File: config.mk
export PLATFORM = sky130hd
export DESIGN_NAME = mod_counter_sequencer
export DESIGN_NICKNAME = d
export VERILOG_FILES = /design/src/rtl/mod_counter_sequencer.sv
export SDC_FILE = /design/constraint.sdc
export NUM_CORES = 1
export LEC_CHECK = 0
export CORE_MARGIN = 4
export CORE_UTILIZATION = 44
export CTS_CLUSTER_DIAMETER = 40
export DETAILED_ROUTE_END_ITERATION = 8
export PLACE_DENSITY = 0.75
export SETUP_SLACK_MARGIN = 0.5
export SYNTH_ARGS = -nofsm -noshare
export SYNTH_HDL_FRONTEND = slang
export SYNTH_SLANG_ARGS = --single-unit
File: constraint.sdc
create_clock -name clock -period 1.7 [get_ports clock]
set_input_delay 0.17 -clock clock [delete_from_list [all_inputs] [get_ports clock]]
set_output_delay 0.17 -clock clock [all_outputs]
set_load 0.02 [all_outputs]
File: src/rtl/mod_counter_sequencer.sv
// Sequences a loadable modulo-MOD up counter through a commanded run of num_wraps wrap-arounds.
// Registered outputs only; start is validated in IDLE and rejected commands pulse cmd_err.
module mod_counter_sequencer #(
   parameter int MOD = 12,
   parameter int CW  = 4,
   parameter int WW  = 4
) (
   input  logic          clock,
   input  logic          reset,
   input  logic          start,
   input  logic [CW-1:0] start_val,
   input  logic [WW-1:0] num_wraps,
   input  logic          pause,
   input  logic          abort,
   output logic          busy,
   output logic          done,
   output logic          cmd_err,
   output logic [CW-1:0] count,
   output logic [WW-1:0] wraps_left
);

   localparam int            MAX_I   = MOD - 1;
   localparam logic [CW:0]   MOD_EXT = MOD[CW:0];
   localparam logic [CW-1:0] MAX_CNT = MAX_I[CW-1:0];

   typedef enum logic [1:0] {
      S_IDLE = 2'd0,
      S_LOAD = 2'd1,
      S_RUN  = 2'd2,
      S_DONE = 2'd3
   } state_t;

   state_t        state_q, state_d;
   logic [CW-1:0] count_q, count_d;
   logic [WW-1:0] wraps_q, wraps_d;
   logic [CW-1:0] sv_q, sv_d;
   logic [WW-1:0] nw_q, nw_d;
   logic          cmd_err_q, cmd_err_d;
   logic          cmd_bad;
   logic          last_wrap;

   assign cmd_bad   = ({1'b0, start_val} >= MOD_EXT) || (num_wraps == '0);
   assign last_wrap = (count_q == MAX_CNT) && (wraps_q == WW'(1));

   // State register
   always_ff @(posedge clock or posedge reset) begin
      if (reset) begin
         state_q <= S_IDLE;
      end else begin
         state_q <= state_d;
      end
   end

   // Next-state logic: abort beats pause beats counting in RUN
   always_comb begin
      state_d = state_q;
      case (state_q)
         S_IDLE: if (start && !cmd_bad) state_d = S_LOAD;
         S_LOAD: state_d = abort ? S_IDLE : S_RUN;
         S_RUN: begin
            if (abort) begin
               state_d = S_IDLE;
            end else if (!pause && last_wrap) begin
               state_d = S_DONE;
            end
         end
         S_DONE: state_d = S_IDLE;
         default: state_d = S_IDLE;
      endcase
   end

   // Datapath next values
   always_comb begin
      count_d   = count_q;
      wraps_d   = wraps_q;
      sv_d      = sv_q;
      nw_d      = nw_q;
      cmd_err_d = 1'b0;
      case (state_q)
         S_IDLE: begin
            if (start) begin
               if (cmd_bad) begin
                  cmd_err_d = 1'b1;
               end else begin
                  sv_d = start_val;
                  nw_d = num_wraps;
               end
            end
         end
         S_LOAD: begin
            if (abort) begin
               count_d = '0;
               wraps_d = '0;
            end else begin
               count_d = sv_q;
               wraps_d = nw_q;
            end
         end
         S_RUN: begin
            if (abort) begin
               count_d = '0;
               wraps_d = '0;
            end else if (!pause) begin
               if (count_q == MAX_CNT) begin
                  count_d = '0;
                  // Guarded so wraps_left can never underflow
                  if (wraps_q != '0) wraps_d = wraps_q - WW'(1);
               end else begin
                  count_d = count_q + CW'(1);
               end
            end
         end
         S_DONE: begin
            count_d = '0;
            wraps_d = '0;
         end
         default: begin
            count_d = '0;
            wraps_d = '0;
         end
      endcase
   end

   always_ff @(posedge clock or posedge reset) begin
      if (reset) begin
         count_q   <= '0;
         wraps_q   <= '0;
         sv_q      <= '0;
         nw_q      <= '0;
         cmd_err_q <= 1'b0;
      end else begin
         count_q   <= count_d;
         wraps_q   <= wraps_d;
         sv_q      <= sv_d;
         nw_q      <= nw_d;
         cmd_err_q <= cmd_err_d;
      end
   end

   // Output decode
   always_comb begin
      busy       = (state_q == S_LOAD) || (state_q == S_RUN);
      done       = (state_q == S_DONE);
      cmd_err    = cmd_err_q;
      count      = count_q;
      wraps_left = wraps_q;
   end

endmodule

==> After elaboration in Yosys (flattened, before gate mapping) <==
Cells that the tools add are included.
{ "op_classes": {"n_div": 0, "n_reduce_logical": 15, "bitwise_logic": 1, "n_addsub": 2, "eq_ne": 10, "order_cmp": 1, "n_shift": 0, "muxes": 19, "mul": 0} }
{ "op_table": {"columns": ["op", "n"], "rows": [
  ["two-way mux 4 bit", 9],
  ["case mux 4 bit (3 select lines)", 2],
  ["inequality test 3 bit (second input constant)", 4],
  ["two-way mux 2 bit", 4],
  ["case mux 2 bit (4 select lines)", 1],
  ["adder 4 x 1 -> 4 bit (second input constant)", 1],
  ["== test 2 bit (second input constant)", 2],
  ["== test 4 x 1 -> 1 bit (second input constant)", 1],
  ["== test 4 bit (second input constant)", 1],
  ["greater-or-equal comparator 4 bit (second input constant)", 1],
  ["logical NOT 4 bit", 1],
  ["AND reduction 2 bit", 2],
  ["AND reduction 4 bit", 1],
  ["nonzero test 4 bit", 1],
  ["subtractor 4 x 1 -> 4 bit (second input constant)", 1],
  ["logical AND 1 bit", 3],
  ["two-way mux 1 bit", 3],
  ["AND reduction 3 bit", 1],
  ["nonzero test 3 bit", 1],
  ["== test 2 x 1 -> 1 bit (second input constant)", 1],
  ["logical NOT 1 bit", 2],
  ["logical NOT 2 bit", 1],
  ["logical OR 1 bit", 2],
  ["inequality test 2 bit (second input constant)", 1],
  ["NOT 1 bit", 1]
]} }
{ "totals": {"output_inout_bits": 11, "latchBits": 0, "word_cells": 54, "n_memories": 0, "romBits": 0, "inputBits": 13, "ff_bits": 19, "ram_bits": 0} }

==> Logic depth before layout (Yosys ltp) <==
Gate-level depths: netlist (run 1).
{ "depth": {"depth_word": 6, "ltp_mapped": 8, "mapped_depth_nobuf": 6} }

==> Worst setup path after synthesis (run 1) <==
OpenSTA, ideal clock, no wires.
{ "synth_timing": {"kind": "flip-flop to flip-flop", "startpoint": "register state_q[0]", "endpoint": "register wraps_q[3] (netlist: wraps_left[3])", "period_less_slack_ps": 1613, "path_stages_with_launch": 9, "setup_ps": 132, "arrival_time_ps": 1481, "path_slack_ps": 87, "cell_sequence": "dfrtp_1 -> inv_1 -> ha_1 -> nor2b_1 -> clkbuf_1 -> a21o_1 -> buf_2 -> o21ai_0 -> o21ai_0"} }
{ "synth_via": {"elab_chain_len": 3, "word_cells_on_any_way": 9, "classes_between": "eq/ne (6); mux (1); reduce/logical (2)"} }
{ "synth_rtl": {"columns": ["element", "line_no", "text"], "rows": [
  ["from (decl)", "33", "state_t state_q, state_d;"],
  ["from (signal assigned)", "50", "state_q <= state_d;"],
  ["== test 2 bit or == test 2 x 1 -> 1 bit (tied branches)", "79", "case (state_q)"],
  ["inequality test 3 bit (no source line) or nonzero test 3 bit (tied branches)", null, null],
  ["AND reduction 4 bit (no source line)", null, null],
  ["to (signal assigned)", "133", "wraps_q <= wraps_d;"],
  ["to (decl)", "35", "logic [WW-1:0] wraps_q, wraps_d;"]
]} }
Several ways; a longest one is shown, not always the timed one.
A chain may end at the register's enable or synchronous reset.

==> Worst setup path after layout (run 1) <==
{ "layout_timing": {"startpoint": "register state_q[1]", "endpoint": "register count_q[1] (netlist: count[1])"} }
{ "layout_via": {"elab_chain_len": 3, "word_cells_on_any_way": 7, "classes_between": "eq/ne (4); mux (1); reduce/logical (2)"} }
{ "layout_rtl": {"columns": ["element", "line_no", "text"], "rows": [
  ["== test 2 bit or == test 2 x 1 -> 1 bit (tied branches)", "79", null],
  ["inequality test 3 bit (no source line) or nonzero test 3 bit (tied branches)", null, null],
  ["AND reduction 2 bit (no source line)", null, null],
  ["to (signal assigned)", "132", "count_q <= count_d;"],
  ["to (decl)", "34", "logic [CW-1:0] count_q, count_d;"]
]} }
Several ways; a longest one is shown, not always the timed one.

==> metrics.md, run 1 <==
| Metric | Value |
|---|---|
| Rel. slew slack | 0.840 |
| DRC violations left | 0 |
| VDD IR-drop max | between 0.0009 and 0.001 V |
| Clk buf depth | 2 |
| Clk pwr share | 0.091 |
| CP Launch Type | flip-flop |
| Detail Route Antenna Nets | 0 |
| Post-synthesis instance area | 0.00107 mm^2 |
| Syn nets | between 100 and 150 |
| Antenna violations before repair | 0 |
| Element type at the critical path end | flip-flop |
| Final setup viols | 0 |
| Number of enable flip-flop cells after synthesis | 0 |
| HP Class | in -> async |
| DPL Wire Length | 1780 um |
| Sequential area share after synthesis | 0.443 |
| Area of the multi-input gates | 662 um^2 |
| Worst-path fanout max | 5 |
| Mean Syn Cell Area | approximately 11 um^2 |
| # nets final | about 160 |
| # diodes | 0 |
| GP Congestion | between 0.8 and 0.9 |
| Slew @ Worst Pin | 0.239 ns |
| Fin. max-slew vios | 0 |
| Hold_buf cts | 0 |
| Power per cell area | 1580 mW/mm^2 |
| Commonest non-fill, non-tap cell in the layout | dfrtp_1 |
| Overflow after GRT | 0 |
| Sequential Power Share | 0.326 |
| Unique masters post-synth | 29 |
| Top cell type's share of synthesized area | 0.443 |
| Largest net degree at the start of global routing | 20 |
| Clock skew | approximately 0.0037 ns |
| Vias | around 880 |
| Max cap viols | 0 |
| Sw Ratio | 0.395 |
| Initial Utilization | 0.472 |
| H-tree levels | 1 |
| # IOs | 24 |
| Post-Route Setup TNS | 0 ns |
| Final core area utilization | 0.694 |
| Yosys warns | 0 |
| Fillers | around 170 |
| Power Internal | roughly 1500 uW |
| Leak | 0.000736 uW |
| RSZ-0062 raised after global routing | yes |
| Psw | about 990 uW |
| Worst R2R Setup Slack | 0.17 ns |
| Number of DRC markers in iteration 0 | 22 |
| Period utilization | 0.900 |
| Root buf cell | clkbuf_4 |
| Largest cells by area after synthesis | dfrtp_1 (44%), mux2_4 (11%), ha_1 (9.3%), o21ai_0 (5.1%), mux2i_1 (2.8%) |
| Worst-Skew Late Latency | roughly 0.29 ns |
| Worst EP required | around 1.9 ns |
| CP startpoint | state_q[1] |
| Die W | about 57 um |
| Top FF cell, synth | dfrtp_1 |
| Vias/cell | approximately 5.2 |
| R2r worst-path depth | 8 |
| Worst-path clk slew | 0.11 ns |
| Flops & latches, synth | 19 |
| Syn Inst Count | 100 |
| Die ar. | 0.00329 mm^2 |
| Drt pass-1 iters | 5 |
| Total CTS buffers | 3 |
| Die H | between 50 and 60 um |
| Routed len/inst | approximately 15 um |
| Design Power | 2500 uW |
| Tmin final | 1.53 ns |
| Peak Freq | around 0.65 GHz |
| FF-to-FF End | count[1] |
| Run status | finished clean |
| Final Hold Slack | between 0.15 and 0.2 ns |
| Asr flop ratio synth | 1.00 |
| Layout cell share with drive strength beyond 1 | 0.429 |
| Crit path kind | reg -> reg |
| Num rows | 17 |
| Cell accounting for the most synthesized area | dfrtp_1 |
| Reg-to-reg critical path startpoint | state_q[1] |
| Port-buffer cells | 23 |
| Endpoints failing hold | 0 |
| Commonest cells after routing, fill and taps aside | dfrtp_1 (17), buf_4 (12), mux2_4 (8), clkdlybuf4s50_1 (8) |
| Sequential cell area | 478 um^2 |
| Sink Count | 19 |
| Synth-to-layout area growth | 47.2% |
| Crit path DAT | 1.73 ns |
| First-pass GRT wire length | between 3000 and 4000 um |
| Core Region | around 0.0023 mm^2 |
| Combinational share of power | 0.583 |
| Vias in the first global route | 867 |
| TritonCTS clock tree | yes |
| Tot GR Track Use | 0.155 |
| WL final | roughly 2600 um |
[per-layer routing]
layer	GRT usage	vias to the layer above	routed length (um)
li1	-	444	-
met1	0.184	412	1110
met2	0.279	17	1350
met3	0.0407	2	114
met4	0.0298	0	13
met5	0	-	0
[power by group through the flow]
stage / clock [uW] / sequential (uW) / combinational (uW)
6_report: 228 / 815 / 1460
5_1_grt: 254 / 831 / 1560
4_1_cts: 235 / 801 / 1320
3_5_place_dp: 0 / 813 / 1170
3_3_place_gp: 0 / 807 / 1120
2_1_floorplan: 0 / 848 / 775
[cells in the mapped netlist, types with 3 or more instances]
| master | number |
|---|---|
| a21oi_1 | 5 |
| a22oi_1 | 3 |
| a32oi_1 | 3 |
| clkbuf_1 | 3 |
| dfrtp_1 | 19 |
| ha_1 | 8 |
| inv_1 | 7 |
| mux2_4 | 8 |
| mux2i_1 | 3 |
| nand2_1 | 4 |
| nor2_1 | 6 |
| nor3_1 | 4 |
| o21ai_0 | 11 |
[kinds of logic after synthesis]
group           count (synthesis)  share of synthesized area
fa+ha+maj                       8                     0.0932
flops                          19                      0.443
compound gates                 28                      0.166
simple gates                   23                      0.119
mux                            11                      0.140
buf+inv                        11                     0.0396
[through the flow]
step	setup WS, ns	area, um^2	std cells
floorplan	0.185	1130	100
global placement	-0.0150	1420	153
detailed placement	-0.0600	1420	153
CTS	0.201	1540	164
global route	0.106	1580	168
finish	0.170	1580	168
[worst max-delay path: stages, from the launching register on]
cell     delay, ns
dfrtp_1       0.43
buf_6         0.14
ha_4          0.17
nor2b_4       0.13
a21o_1        0.20
buf_4         0.15
buf_6         0.13
nand2_2       0.05
o21ai_1       0.05
[final cells by class]
cell class,count,area share
multi-input cells,70,0.419
flip-flops and latches,19,0.302
repair buffers,40,0.223
well taps,28,0.0222
clock buffers,4,0.0166
inverters,7,0.0166
[flip-flops by register name (all words and copies together), names as in the netlist]
register	flops
sv_q	4
state_q	2
cmd_err	1
count	4
wraps_left	4
nw_q	4
[timing repair]
item	CTS	global route
pin swaps	7	1
resized for setup	44	21
gates cloned	1	0
setup buffers	6	4
setup endpoints to repair	29	26
[worst max-delay path by stage]
stage | depth (start not counted) | to | slack [ns]
after floorplan | 6 | wraps_left[0] | 0.19
after global placement | 5 | sv_q[3] | -0.01
after detailed placement | 5 | state_q[1] | -0.06
after CTS | 6 | wraps_left[1] | 0.20
after global routing | 6 | wraps_left[1] | 0.11
final | 8 | count[1] | 0.17
(Power assumes the default switching activity.)
==> inputs of run 2 (changes only) <==
==> constraint.sdc (replaced) <==
create_clock -name clock -period 1.7 [get_ports clock]
set_input_delay 0.255 -clock clock [delete_from_list [all_inputs] [get_ports clock]]
set_output_delay 0.255 -clock clock [all_outputs]
set_load 0.02 [all_outputs]
==> run 2 against run 1 <==
  * Via count rose by 11%
  * Fmax fell by 0.74%
  * Flip-flop and latch count did not move
  * Largest power group unchanged
==> metrics.md, run 2 (synthesized netlist as in run 1, its figures left out) <==
| Metric | Value |
|---|---|
| Fin. max-slew vios | 0 (unchanged) |
| Total CTS buffers | 3 (unchanged) |
| RSZ-0062 raised after global routing | yes (unchanged) |
| Top delay family on crit path | flip-flops (unchanged) |
| Overflow after GRT | 0 (unchanged) |
| Met3 Use GR | 0.0271 (was 0.0407) |
| Worst-path clk slew | 0.12 ns (was 0.11 ns) |
| Max incr delay on CP | 0.46 ns (was 0.43 ns) |
| Design Power | 2640 uW (was 2500 uW) |
| WL final | 2750 um (was 2590 um) |
| First-pass GRT wire length | 4250 um (was 3920 um) |
| R2r worst-path depth | 6 (was 8) |
| Crit path kind | reg -> reg (unchanged) |
| Core Region | 0.00228 mm^2 (unchanged) |
| Detail Route Antenna Nets | 0 (unchanged) |
| Hold_buf cts | 0 (unchanged) |
| H-tree levels | 1 (unchanged) |
| Die H | 57.4 um (unchanged) |
| Period utilization | 0.907 (was 0.900) |
| Sw Ratio | 0.388 (was 0.395) |
| Leak | 0.000797 uW (was 0.000736 uW) |
| Combinational share of power | 0.599 (was 0.583) |
| Worst-path fanout max | 4 (was 5) |
| Number of DRC markers in iteration 0 | 26 (was 22) |
| DPL Wire Length | 1820 um (was 1780 um) |
| Root buf cell | clkbuf_4 (unchanged) |
| Die W | 57.4 um (unchanged) |
| # diodes | 0 (unchanged) |
| Vias in the first global route | 911 (was 867) |
| Antenna violations before repair | 0 (unchanged) |
| Clock skew | 0.0121 ns (was 0.00374 ns) |
| Crit path DAT | 1.78 ns (was 1.73 ns) |
| Worst-Skew Late Latency | 0.32 ns (was 0.29 ns) |
| Port-buffer cells | 23 (unchanged) |
| Vias | 971 (was 875) |
| Clk buf depth | 2 (unchanged) |
| Synth-to-layout area growth | 59.3% (was 47.2%) |
| Commonest cells after routing, fill and taps aside | buf_4 (23), dfrtp_1 (15), buf_6 (11) (was dfrtp_1 (17), buf_4 (12), mux2_4 (8), clkdlybuf4s50_1 (8)) |
| Initial Utilization | 0.472 (unchanged) |
| Cell Chain, Critical Path | buf_4, ha_4, nor3_2, a21o_1, o21bai_4, mux2i_1 (was buf_6, ha_4, nor2b_4, a21o_1, buf_4, buf_6, nand2_2, o21ai_1) |
| # nets final | 174 (was 162) |
| Sink Count | 19 (unchanged) |
| Crit path to | wraps_left[0] (was count[1]) |
| Crit path depth | 6 (was 8) |
| TritonCTS clock tree | yes (unchanged) |
| Vias/cell | 5.39 (was 5.21) |
| Slew @ Worst Pin | 0.245 ns (was 0.239 ns) |
| Critical path's slowest cell | dfrtp_2 (was dfrtp_1) |
| Setup ws final | 0.159 ns (was 0.170 ns) |
| Layout cell share with drive strength beyond 1 | 0.500 (was 0.429) |
| Sequential Power Share | 0.307 (was 0.326) |
| Max cap viols | 0 (unchanged) |
| Worst EP required | 1.94 ns (was 1.90 ns) |
| Most Used Layer, Global Route | met2 (unchanged) |
| Die ar. | 0.00329 mm^2 (unchanged) |
| DRC violations left | 0 (unchanged) |
| Num rows | 17 (unchanged) |
| GP Congestion | 0.827 (was 0.817) |
| Place WS | -0.158 ns (was -0.0600 ns) |
| Final core area utilization | 0.752 (was 0.694) |
| FF-to-FF End | wraps_left[0] (was count[1]) |
| Worst R2R Setup Slack | 0.16 ns (was 0.17 ns) |
| Tmin final | 1.54 ns (was 1.53 ns) |
| Met2 usage in global routing | 0.294 (was 0.279) |
| Drt pass-1 iters | 5 (unchanged) |
| Endpoints failing hold | 0 (unchanged) |
| Psw | 1020 uW (was 987 uW) |
| # IOs | 24 (unchanged) |
| Met1 Usage GRT | 0.210 (was 0.184) |
| Reg-to-reg critical path startpoint | state_q[0] (was state_q[1]) |
| Run status | finished clean (unchanged) |
| CP startpoint | state_q[0] (was state_q[1]) |
| Power per cell area | 1540 mW/mm^2 (was 1580 mW/mm^2) |
| WP buf/inv | 1 (was 3) |
| Routed len/inst | 15.3 um (was 15.4 um) |
| Clk pwr share | 0.095 (was 0.091) |
| HP Class | in -> async (unchanged) |
| Commonest non-fill, non-tap cell in the layout | buf_4 (was dfrtp_1) |
| Power Internal | 1610 uW (was 1520 uW) |
| Final setup viols | 0 (unchanged) |
| VDD IR-drop max | 0.00120 V (was 0.000907 V) |
| Element type at the critical path end | flip-flop (unchanged) |
| CP Launch Type | flip-flop (unchanged) |
| Rel. slew slack | 0.836 (was 0.840) |
| Tot GR Track Use | 0.169 (was 0.155) |
| Largest net degree at the start of global routing | 20 (unchanged) |
| Peak Freq | 0.649 GHz (was 0.654 GHz) |
==> run 2: cell count changes in the layout (fill, tap and decap cells not counted), sizes merged <==
| cell | previous run | this run |
|---|---|---|
| dlygate4sd2 | 5 | 2 |
| clkbuf | 7 | 3 |
| buf | 22 | 40 |
| clkinvlp | 0 | 1 |
==> run 2: what timing repair did <==
action / in CTS / in global routing
gates resized for setup: 70 / 16
endpoints found under the setup margin: 29 / 25
pin swaps: 8 / 7
setup buffers: 14 / 7
==> run 2: stage by stage <==
step | hold WS (ns) | TNS, ns | area, um^2 | std cells
after floorplan | 0.206 | 0 | 1130 | 100
after global placement | 0.507 | -0.916 | 1440 | 155
after detailed placement | 0.508 | -1.42 | 1440 | 155
after CTS | 0.243 | 0 | 1610 | 173
after global routing | 0.248 | 0 | 1710 | 180
final | 0.234 | 0 | 1710 | 180
==> run 2: layout make-up <==
| class | instances | area, um^2 |
|---|---|---|
| clock inverters | 1 | 7.51 |
| inverters | 7 | 26.3 |
| multi-input cells | 70 | 679 |
| fillers | 136 | 566 |
| clock buffers | 3 | 22.5 |
| flip-flops and latches | 19 | 480 |
| well taps | 28 | 35.0 |
| repair buffers | 52 | 459 |
==> run 2: how the worst min path moves through the flow <==
stage / startpoint / cells after the start / endpoint / slack (ns)
6_report: reset / 3 / count[2] / 0.23
5_1_grt: reset / 3 / count[2] / 0.25
4_1_cts: reset / 3 / sv_q[0] / 0.24
3_5_place_dp: nw_q[0] / 1 / nw_q[0] / 0.51
3_3_place_gp: nw_q[1] / 1 / nw_q[1] / 0.51
2_1_floorplan: reset / 1 / cmd_err / 0.21
==> run 2: worst min-delay path, cell delays in order <==
cell and delay, ns:
clkdlybuf4s50_1 0.39, inv_1 0.05, buf_4 0.25
==> run 2: routing by layer <==
metal | vias to the layer above | wire length, um
met4 | 0 | 62
li1 | 462 | -
met2 | 35 | 1400
met3 | 6 | 137
met1 | 468 | 1150
met5 | - | 0
==> run 2: power groups by stage <==
stage / Combinational [uW] / Sequential, uW / Clock, uW
after floorplan: 775 / 848 / 0
after global placement: 1130 / 807 / 0
after detailed placement: 1170 / 815 / 0
after CTS: 1420 / 791 / 251
after global routing: 1690 / 834 / 279
final: 1580 / 809 / 250
